File: src/rtl/example1_sequencer_if.sv
// Control bundle for example1_sequencer: request inputs and registered status outputs.
// The timeout status line exists only when EXAMPLE1_SYNC_TIMEOUT_EN is defined.
interface example1_sequencer_if;
    logic start;
    logic seq;
    logic ext_sync;
    logic running;
    logic done;
`ifdef EXAMPLE1_SYNC_TIMEOUT_EN
    logic timeout;

    modport master (output start, seq, ext_sync, input running, done, timeout);
    modport slave  (input start, seq, ext_sync, output running, done, timeout);
`else
    modport master (output start, seq, ext_sync, input running, done);
    modport slave  (input start, seq, ext_sync, output running, done);
`endif
endinterface

File: src/rtl/example1_sequencer.sv
// Two-sequence control sequencer: seq 0 is a fixed 10-cycle run, seq 1 arms then waits for ext_sync.
// Optional feature macro EXAMPLE1_SYNC_TIMEOUT_EN adds a 200-cycle abort of S1_WAIT and a timeout pulse.
module example1_sequencer (
    input  logic                 i_clk,
    input  logic                 i_reset_n,
    example1_sequencer_if.slave  bus
);
    typedef enum logic [2:0] {
        IDLE,
        S0_SETUP,
        S0_BODY,
        S0_TEARDOWN,
        S1_ARM,
        S1_WAIT
    } state_t;

    state_t     r_state;
    state_t     w_next;
    logic [3:0] r_step;
    logic [3:0] w_step_next;
    logic       r_running;
    logic       r_done;
    logic       w_exit;
    logic       w_abort;

`ifdef EXAMPLE1_SYNC_TIMEOUT_EN
    logic [7:0] r_wait;
    logic [7:0] w_wait_next;
    logic       r_timeout;
`endif

    // Phase lengths are counted with r_step; it is cleared on every phase change.
    always_comb begin
        w_next      = r_state;
        w_step_next = r_step + 4'd1;
        w_abort     = 1'b0;
`ifdef EXAMPLE1_SYNC_TIMEOUT_EN
        w_wait_next = 8'd0;
`endif
        case (r_state)
            IDLE: begin
                w_step_next = 4'd0;
                if (bus.start) begin
                    w_next = bus.seq ? S1_ARM : S0_SETUP;
                end
            end
            S0_SETUP: begin
                if (r_step == 4'd1) begin
                    w_next      = S0_BODY;
                    w_step_next = 4'd0;
                end
            end
            S0_BODY: begin
                if (r_step == 4'd5) begin
                    w_next      = S0_TEARDOWN;
                    w_step_next = 4'd0;
                end
            end
            S0_TEARDOWN: begin
                if (r_step == 4'd1) begin
                    w_next      = IDLE;
                    w_step_next = 4'd0;
                end
            end
            S1_ARM: begin
                if (r_step == 4'd2) begin
                    w_next      = S1_WAIT;
                    w_step_next = 4'd0;
                end
            end
            S1_WAIT: begin
                w_step_next = 4'd0;
                if (bus.ext_sync) begin
                    w_next = IDLE;
                end
`ifdef EXAMPLE1_SYNC_TIMEOUT_EN
                else if (r_wait == 8'd199) begin
                    w_next  = IDLE;
                    w_abort = 1'b1;
                end else begin
                    w_wait_next = r_wait + 8'd1;
                end
`endif
            end
            default: begin
                w_next      = IDLE;
                w_step_next = 4'd0;
            end
        endcase
    end

    assign w_exit = (r_state != IDLE) && (w_next == IDLE);

    // Outputs are registered from the next state so they line up with the state edge.
    always_ff @(posedge i_clk or negedge i_reset_n) begin
        if (!i_reset_n) begin
            r_state   <= IDLE;
            r_step    <= 4'd0;
            r_running <= 1'b0;
            r_done    <= 1'b0;
        end else begin
            r_state   <= w_next;
            r_step    <= w_step_next;
            r_running <= (w_next != IDLE);
            r_done    <= w_exit;
        end
    end

`ifdef EXAMPLE1_SYNC_TIMEOUT_EN
    always_ff @(posedge i_clk or negedge i_reset_n) begin
        if (!i_reset_n) begin
            r_wait    <= 8'd0;
            r_timeout <= 1'b0;
        end else begin
            r_wait    <= w_wait_next;
            r_timeout <= w_abort;
        end
    end

    assign bus.timeout = r_timeout;
`else
    logic w_unused;
    assign w_unused = w_abort;
`endif

    assign bus.running = r_running;
    assign bus.done    = r_done;
endmodule

File: src/flat_wrapper.sv
// flat-port wrapper written by rule: the top's interface ports become plain ports
module example1_sequencer_flat 
  (i_clk, i_reset_n, bus_start, bus_seq, bus_ext_sync, bus_running, bus_done);
  example1_sequencer_if bus_i ();
  input  logic i_clk;
  input  logic i_reset_n;
  input wire logic [$bits(bus_i.start)-1:0] bus_start;
  input wire logic [$bits(bus_i.seq)-1:0] bus_seq;
  input wire logic [$bits(bus_i.ext_sync)-1:0] bus_ext_sync;
  output wire logic [$bits(bus_i.running)-1:0] bus_running;
  output wire logic [$bits(bus_i.done)-1:0] bus_done;
  assign bus_i.start = bus_start;
  assign bus_i.seq = bus_seq;
  assign bus_i.ext_sync = bus_ext_sync;
  assign bus_running = bus_i.running;
  assign bus_done = bus_i.done;
  example1_sequencer u_core (.i_clk(i_clk), .i_reset_n(i_reset_n), .bus(bus_i));
endmodule
File: config.mk
export PLATFORM = sky130hd
export DESIGN_NAME = example1_sequencer_flat
export DESIGN_NICKNAME = d
export VERILOG_FILES = /design/src/rtl/example1_sequencer_if.sv /design/src/rtl/example1_sequencer.sv /design/src/flat_wrapper.sv
export SDC_FILE = /design/constraint.sdc
export NUM_CORES = 1
export LEC_CHECK = 0
export CORE_AREA = 2 2 39 41
export DETAILED_ROUTE_END_ITERATION = 10
export DIE_AREA = 0 0 41 43
export PLACE_DENSITY = 0.56
export SLEW_MARGIN = 20
export SYNTH_ARGS = -nofsm -noshare
export SYNTH_HDL_FRONTEND = slang
export SYNTH_SLANG_ARGS = --single-unit
export TNS_END_PERCENT = 1
File: constraint.sdc
create_clock -name i_clk -period 1.8 [get_ports i_clk]
set_input_delay 0.36 -clock i_clk [delete_from_list [all_inputs] [get_ports i_clk]]
set_output_delay 0.36 -clock i_clk [all_outputs]
set_load 0.05 [all_outputs]
* Yosys cells after proc, flatten, opt, wreduce, memory -nomap -nowiden
Index checks and enable logic that the tools add are counted.
** Storage, ports and cells
- Register bits :: 9
- Input bits :: 5
- Output and inout bits :: 2
- Logic and storage cells :: 31
** Operators by class
- Add/sub/neg operators :: 1
- Equal/unequal tests :: 8
- Mux-type cells :: 12
- Reductions and logical operators :: 6
** Operators with widths (number)
- $mux W3 :: 7
- $pmux W3 S6 :: 1
- $mux W4 :: 3
- $pmux W4 S3 :: 1
- $eq A3 B2 Y1 const B :: 2
- $eq A3 B3 Y1 const B :: 2
- $logic_not A3 Y1 :: 2
- $reduce_bool A3 Y1 :: 2
- $add A4 B1 Y4 const B :: 1
- $eq A4 B1 Y1 const B :: 1
- $eq A4 B2 Y1 const B :: 1
- $eq A4 B3 Y1 const B :: 1
- $eq A3 B1 Y1 const B :: 1
- $reduce_or A2 Y1 :: 1
- $logic_and A1 B1 Y1 :: 1

* Logic depth before layout (Yosys ltp)
Gate-level depths: netlist of run 1.
- Depth after elaboration :: 5
- Gate-level depth with buffers :: 5

* Least setup slack after synthesis of run 1
Ideal clock, no wire load.
- Path type :: reg2reg
- Start point :: register u_core.r_state[2]
- End point :: register u_core.r_running, in the netlist u_core.bus.running
- Arrival :: 1.349 ns
- Data required time :: 1.668 ns
- Setup slack :: 0.319 ns
- Cell stages (with the launch flop) :: 6
- Path through :: dfrtp_1 > buf_2 > nor2b_1 > a221oi_1 > o22ai_1 > or3b_1
** On the way
- Word-level cells in the longest chain between the ends :: 3
- Elaborated cells on any way between the ends :: 14
** Ends and longest elaborated chain
- start: declaration :: line example1_sequencer.sv:17 : state_t r_state;
- start signal: assignment :: line example1_sequencer.sv:102 : r_state <= w_next;
- $eq A3 B3 Y1 (tied with other cells) :: line example1_sequencer.sv:40 : case (r_state)
- $pmux W3 S6 * :: line example1_sequencer.sv:40
- net u_core.w_next[0] :: line example1_sequencer.sv:18 : state_t w_next;
- $reduce_bool A3 Y1 * :: line example1_sequencer.sv:104 : r_running <= (w_next != IDLE);
- end signal: assignment :: line example1_sequencer.sv:104
- end: declaration :: line example1_sequencer.sv:21 : logic r_running;
Mark *: on every way through the listed nets, which the timed path passes. The rest lies on a longest branch.

* Final worst setup path of run 1
- Start point :: register u_core.r_step[1]
- End point :: register u_core.r_running, in the netlist u_core.bus.running
** On the way
- Word-level cells in the longest chain between the ends :: 4
- Elaborated cells on any way between the ends :: 9
** Ends and longest elaborated chain
- start: declaration :: line example1_sequencer.sv:19 : logic [3:0] r_step;
- start signal: assignment :: line example1_sequencer.sv:103 : r_step <= w_step_next;
- $eq A4 B2 Y1 (tied with other cells) :: line example1_sequencer.sv:66 : if (r_step == 4'd2) begin
- $mux W3 (on tied branches)
- $pmux W3 S6 * :: line example1_sequencer.sv:40
- net u_core.w_next[0] :: line example1_sequencer.sv:18
- $reduce_bool A3 Y1 * :: line example1_sequencer.sv:104
Marks and branches as above.

==> results of run 1 <==
synthesized netlist by cell type (2+ instances only):
library cell	instances
nor3_1	2
a21oi_1	3
nor2_1	3
nor2b_1	4
nor4b_1	4
nand3_1	2
a221oi_1	2
inv_1	3
dfrtp_1	9
state kept, by name (all words and copies together), names as in the netlist:
| register | flops |
|---|---|
| u_core.bus.running | 1 |
| u_core.r_state | 3 |
| u_core.r_step | 4 |
| u_core.bus.done | 1 |
metrics by stage:
step            TNS, ns  instances  hold WS [ns]
4_1_cts               0         72        0.4039
3_3_place_gp   -0.03434         68        0.5536
5_1_grt               0         72        0.4029
3_5_place_dp   -0.02574         68        0.5513
2_1_floorplan         0         49       0.06441
6_report              0         72        0.3913
area by class of cell:
type / count / share of cell area
multi-input combinational: 34 / 0.4206
tap: 16 / 0.03433
timing repair buffer: 6 / 0.09442
inverter: 3 / 0.01931
clock buffer: 4 / 0.04506
sequential: 9 / 0.3863
power by group through the flow:
stage | combinational, µW | clock [µW] | sequential [µW]
after floorplan | 302 | 0 | 413
after detailed placement | 426 | 0 | 386
after CTS | 429 | 164 | 382
after global routing | 463 | 178 | 403
after global placement | 430 | 0 | 387
final | 429 | 155 | 385
worst paths after layout:
path,startpoint,end,cells after the start
worst min-delay path,i_reset_n,u_core.r_step[3],1
worst min register to register,u_core.r_step[0],u_core.r_step[0],1
worst max register to register,u_core.r_step[1],u_core.bus.running,4
min in group i_clk,u_core.r_step[0],u_core.r_step[0],1
worst max-delay path,u_core.r_step[1],u_core.bus.running,4
max in group asynchronous,i_reset_n,u_core.r_state[2],1
routing by layer:
layer / up-vias / track usage / routed length (µm)
li1: 191 / - / -
met1: 191 / 0.1973 / 457
met2: 8 / 0.1813 / 449
met3: 0 / 0.09424 / 58
met4: 0 / 0.02000 / 0
met5: - / 0 / 0
placed cells by master, fill, tap and decap left out, drive strengths merged, types with 3 or more instances in the layout:
| cell | netlist | routed |
|---|---|---|
| a21oi | 3 | 3 |
| clkbuf | 1 | 4 |
| clkdlybuf4s50 | 0 | 4 |
| dfrtp | 9 | 9 |
| inv | 3 | 3 |
| nand3 | 3 | 3 |
| nor2 | 3 | 3 |
| nor2b | 4 | 4 |
| nor4b | 4 | 4 |
kinds of logic (layout without fill, tap and decap cells):
group,Yosys count,count (layout),share of synthesized area
buf+inv,6,13,0.05763
xor+xnor,2,2,0.03509
flops,9,9,0.4511
compound gates,9,9,0.1303
mux,1,1,0.02005
simple gates,22,22,0.3058
==> impl_results.rst, run 1 <==
.. list-table::
   :header-rows: 1

   * - Metric
     - Value
   * - Area of the core
     - about 1400 µm²
   * - Leakage Power
     - 0.0002332 µW
   * - Number of endpoints failing setup at the final stage
     - 0
   * - Detailed Place HPWL
     - around 700 µm
   * - Average instance area after synthesis
     - 10.19 µm²
   * - Count of distinct cell types in the synthesized netlist
     - 26
   * - Antenna violations before repair
     - 0
   * - Type of element capturing the critical path
     - flip-flop
   * - Setup slack of the critical path after layout
     - 0.1575 ns
   * - Post-synth ARST share
     - 1.000
   * - # hold bufs at CTS
     - 0
   * - Sequential group share of total power
     - 0.397
   * - Cells along the critical path
     - nor4b_1 -> a221oi_1 -> o22ai_1 -> or3b_1
   * - Min Clock Period, post-route
     - 1.642 ns
   * - Total design power
     - around 970 µW
   * - Detailed-route DRC error count
     - 0
   * - Ys flop type
     - dfrtp_1
   * - Crit path kind
     - flip-flop to flip-flop
   * - GP Congestion
     - approximately 0.74
   * - All-Layer GR Usage
     - 0.1402
   * - Clock network latency to the later pin of the worst-skew pair
     - approximately 0.26 ns
   * - Wirelength per Cell
     - between 10 and 15 µm
   * - Vias in the first global route
     - around 370
   * - Worst path max stage delay
     - about 0.46 ns
   * - Portion of total power attributed to combinational logic
     - 0.443
   * - Largest vdd supply drop
     - roughly 0.00076 V
   * - Drt first-iter violations
     - 9
   * - Final Max Tran Viols
     - 0
   * - Number of instances in the synthesized netlist
     - slightly below 50
   * - Sequential element share of the synthesized area
     - 0.4511
   * - Final instance area
     - just under 600 µm²
   * - Area of the mapped netlist
     - around 500 µm²
   * - Die extent in x
     - roughly 40 µm
   * - Crit path arrival time
     - roughly 1.8 ns
   * - Pin count of the biggest net entering global routing
     - 11
   * - Setup repair after global routing missed its margin
     - false
   * - Num rows
     - 14
   * - Via count
     - slightly below 400
   * - Number of buffers between clock root and the deepest sink
     - 2
   * - Worst Skew
     - around 0.012 ns
   * - Number of flops mapped to enable cells by yosys
     - 0
   * - Worst hold path type
     - input pin to async pin
   * - Total placed instance area
     - about 560 µm²
   * - Final count of hold timing violations
     - 0
   * - Multi-input gate area
     - between 200 and 250 µm²
   * - Total clock buffers created by CTS
     - 3
   * - Slowest library cell on the worst path
     - dfrtp_1
   * - Area added between synthesis and finish
     - 16.79%
   * - Power per cell area
     - 1661 nW/µm²
   * - TritonCTS clock tree
     - built
   * - Worst max-slew margin expressed relative to the limit
     - 0.7117
   * - Slew at the pin closest to its max-slew limit
     - approximately 0.43 ns
   * - Layout cell share with drive strength beyond 1
     - 0.1607
   * - Layout net count
     - slightly above 60
   * - Worst Path Buf+Inv
     - 0
   * - Dpl ws
     - -0.02574 ns
   * - Total nets after synthesis
     - 54
   * - Reg-to-reg slack, setup
     - ~0.16 ns
   * - Router iterations before antenna repair
     - 4
   * - Clock tree root buffer cell
     - clkbuf_4
   * - Kind of cell adding the most delay to the critical path
     - simple AND/OR/NAND/NOR gates
   * - Count of nets left with antenna violations after detail routing
     - 0
   * - Overall die area
     - approximately 1800 µm²
   * - # port buffers
     - 6
   * - Max-cap check violation count
     - 0
   * - Post-Route Utilization
     - 0.4213
   * - Buffer count from post-CTS setup fixing
     - 0
   * - Initial Util
     - 0.3608
   * - Area share of the largest cell type after synthesis
     - 0.4511
   * - Highest net fanout along the worst path
     - 6
   * - Post-synthesis cell type with the largest combined area
     - dfrtp_1
   * - I/O pin count
     - 7
   * - Register clock-pin slew on the reported worst setup and hold paths
     - roughly 0.07 ns
   * - Net load switching power
     - roughly 420 µW
   * - Biggest area contributors in the synthesized netlist
     - dfrtp_1 (45%), nor4b_1 (7.0%), nor2b_1 (5.0%), nor3b_4 (3.8%), a221oi_1 (3.5%)
   * - Remaining global-route overflow
     - 0
   * - Diodes inserted
     - 0
   * - Synthesis Warnings
     - 0
   * - Share of total power in the clock network
     - 0.160
   * - Die height
     - 43 µm
   * - Required time of the worst setup path
     - slightly below 2 ns
   * - Fraction of power spent switching nets
     - 0.4338
   * - Sink count of the clock tree
     - 9
   * - Total internal power
     - ~550 µW
   * - Routed vias/inst
     - 5.417
   * - H-Tree Level Count
     - 1
   * - Achievable frequency
     - 608.8 MHz
   * - Number of fill cells
     - 142
   * - Count of state elements after synthesis
     - 9
   * - Type of element launching the critical path
     - flip-flop
   * - Sum of routed wire length over all layers
     - between 900 and 1000 µm
   * - First-pass GRT wire length
     - about 1700 µm
   * - Share of the cycle needed by the critical path after routing
     - 0.9125
   * - Post-cts repair resize count
     - 0
   * - Total area of sequential cells
     - 225.2 µm²
   * - Status
     - complete, no violations
Note: power is estimated with default switching activity, not from simulation.
==> inputs of run 2 (changes only) <==
--- a/config.mk
+++ b/config.mk
@@ -6,6 +6,7 @@
 export NUM_CORES = 1
 export LEC_CHECK = 0
 export CORE_AREA = 2 2 39 41
+export CTS_CLUSTER_SIZE = 28
 export DETAILED_ROUTE_END_ITERATION = 10
 export DIE_AREA = 0 0 41 43
 export PLACE_DENSITY = 0.56
==> results of run 2 <==
No change in the layout: final DEF, timing and power equal those of run 1.
==> inputs of run 3 (changes only) <==
--- a/config.mk
+++ b/config.mk
@@ -9,6 +9,7 @@
 export CTS_CLUSTER_SIZE = 28
 export DETAILED_ROUTE_END_ITERATION = 10
 export DIE_AREA = 0 0 41 43
+export MAX_ROUTING_LAYER = met4
 export PLACE_DENSITY = 0.56
 export SLEW_MARGIN = 20
 export SYNTH_ARGS = -nofsm -noshare
==> run 3 against run 2 <==
- clock power is essentially flat
- combinational power barely moved
- final cell count did not move
- global-route usage increased by 0.35 points
- sequential share of layout area unchanged
- sequential cell count did not move
- critical endpoint unchanged
- largest cell class unchanged
- utilization unchanged
- worst setup slack gained 0.00087 ns
- non-clock buffer count unchanged
- first-iteration DRC count shrank 11%
- count of clock-buffer cells in the layout stayed put
- clock skew barely moved
==> impl_results.rst, run 3 (synthesis results as in run 1) <==
.. list-table::
   :header-rows: 1

   * - Metric
     - Value
   * - Crit path kind
     - flip-flop to flip-flop
   * - Total clock buffers created by CTS
     - 3
   * - Antenna violations before repair
     - 0
   * - Area added between synthesis and finish
     - 16.79%
   * - Most frequent standard cell in the layout excluding fill and tap cells
     - dfrtp_1
   * - Vias in the first global route
     - 371
   * - H-Tree Level Count
     - 1
   * - Diodes inserted
     - 0
   * - Leakage Power
     - between 0.0002 and 0.00025 µW
   * - # hold bufs at CTS
     - 0
   * - Slowest library cell on the worst path
     - dfrtp_1
   * - Buffer count from post-CTS setup fixing
     - 0
   * - Layout net count
     - 62
   * - Share of the cycle needed by the critical path after routing
     - 0.9120
   * - Kind of cell adding the most delay to the critical path
     - simple AND/OR/NAND/NOR gates
   * - Type of element capturing the critical path
     - flip-flop
   * - Worst hold path type
     - input pin to async pin
   * - Final count of hold timing violations
     - 0
   * - Min Clock Period, post-route
     - 1.642 ns
   * - Clock tree root buffer cell
     - clkbuf_4
   * - GP Congestion
     - around 0.75
   * - I/O pin count
     - 7
   * - Highest-count cells in the layout ignoring fill and taps
     - dfrtp_1 (9), nor2b_1 (4), nor4b_1 (4), clkdlybuf4s50_1 (4)
   * - Number of buffers between clock root and the deepest sink
     - 2
   * - All-Layer GR Usage
     - 0.1438
   * - Post-cts repair resize count
     - 0
   * - Cells along the critical path
     - nor4b_1 -> a221oi_1 -> o22ai_1 -> or3b_1
   * - Register clock-pin slew on the reported worst setup and hold paths
     - 0.07 ns
   * - First-pass GRT wire length
     - 1656 µm
   * - Type of element launching the critical path
     - flip-flop
   * - Setup TNS
     - 0 ns
   * - Clock network latency to the later pin of the worst-skew pair
     - 0.26 ns
   * - # port buffers
     - 6
   * - Sink count of the clock tree
     - 9
   * - Worst max-slew margin expressed relative to the limit
     - 0.7117
   * - Crit path arrival time
     - approximately 1.8 ns
   * - Routed vias/inst
     - between 5 and 6
   * - Worst Path Buf+Inv
     - 0
   * - Power per cell area
     - between 1500 and 2000 nW/µm²
   * - Slew at the pin closest to its max-slew limit
     - 0.4265 ns
   * - Die extent in x
     - 41 µm
   * - Via count
     - 392
   * - Layout cell share with drive strength beyond 1
     - 0.1607
   * - Leading registers by flop count
     - u_core.r_step x4, u_core.r_state x3
   * - Max-cap check violation count
     - 0
   * - Status
     - complete, no violations
   * - Number of flip-flops in the largest register
     - 4
   * - Num rows
     - 14
   * - Setup repair after global routing missed its margin
     - false
   * - Sum of routed wire length over all layers
     - 968 µm
   * - Largest reg by FF count
     - u_core.r_step
   * - Required time of the worst setup path
     - about 1.9 ns
   * - Final Max Tran Viols
     - 0
   * - Largest vdd supply drop
     - around 0.00076 V
   * - Router iterations before antenna repair
     - 4
   * - Total design power
     - 969.0 µW
   * - Overall die area
     - approximately 1800 µm²
   * - Remaining global-route overflow
     - 0
   * - Worst Skew
     - ~0.012 ns
   * - Pin count of the biggest net entering global routing
     - 11
   * - Detailed-route DRC error count
     - 0
   * - Die height
     - 43 µm
   * - Count of nets left with antenna violations after detail routing
     - 0
   * - Highest net fanout along the worst path
     - 6
   * - Achievable frequency
     - between 600 and 700 MHz
   * - Worst path max stage delay
     - 0.46 ns
   * - Number of endpoints failing setup at the final stage
     - 0
   * - Reg-to-reg slack, setup
     - approximately 0.16 ns
   * - Area of the core
     - approximately 1400 µm²
   * - Drt first-iter violations
     - 8
   * - TritonCTS clock tree
     - built
   * - Wirelength per Cell
     - around 13 µm
   * - Initial Util
     - 0.3608
   * - Detailed Place HPWL
     - approximately 700 µm
==> run 3: cell counts in the layout (fill, tap and decap cells not counted) <==
Identical to the previous run, type by type.
==> run 3: through the flow <==
| step | instances | hold WS (ns) | utilization | setup slack, ns | instance area (µm²) |
|---|---|---|---|---|---|
| global placement | 68 | 0.5536 | 0.4024 | -0.03434 | 556.8 |
| finish | 72 | 0.3904 | 0.4213 | 0.1584 | 583.1 |
| global route | 72 | 0.4029 | 0.4213 | 0.06176 | 583.1 |
| detailed placement | 68 | 0.5513 | 0.4024 | -0.02574 | 556.8 |
| CTS | 72 | 0.4039 | 0.4213 | 0.1808 | 583.1 |
| floorplan | 49 | 0.06441 | - | 0.3190 | 499.2 |
==> run 3: where the power goes <==
group	leakage [µW]	total [µW]	internal, µW	switching, µW
logic	0.000106	429	186	243
clock network	0.0000150	155	85.3	70.2
registers	0.000113	385	277	108
==> run 3: final cells by class <==
cell class	instances	area [µm²]
Fill cell	142	800.8
Multi-Input combinational cell	34	245.2
Sequential cell	9	225.2
Timing Repair Buffer	6	55.05
Clock buffer	4	26.28
Tap cell	16	20.02
Inverter	3	11.26
==> run 3: layer usage <==
layer  track usage  vias up  part of all wire
li1              -      191                 -
met1        0.1973      191              0.47
met2        0.1813        8              0.46
met3       0.09424        2             0.056
met4       0.02000        0            0.0062
met5             -        -                 0
==> run 3: worst reg2reg max path: stages, from the launching register on <==
cell and delay [ns]:
dfrtp_1 0.46, nor4b_1 0.20, a221oi_1 0.31, o22ai_1 0.16, or3b_1 0.37
==> run 3: worst paths after layout <==
check,start,to,cells after the start
min,i_reset_n,u_core.r_step[3],1
max in group asynchronous,i_reset_n,u_core.r_state[2],1
max,u_core.r_step[1],u_core.bus.running,4
max reg2reg,u_core.r_step[1],u_core.bus.running,4
min reg2reg,u_core.r_step[0],u_core.r_step[0],1
min in group i_clk,u_core.r_step[0],u_core.r_step[0],1
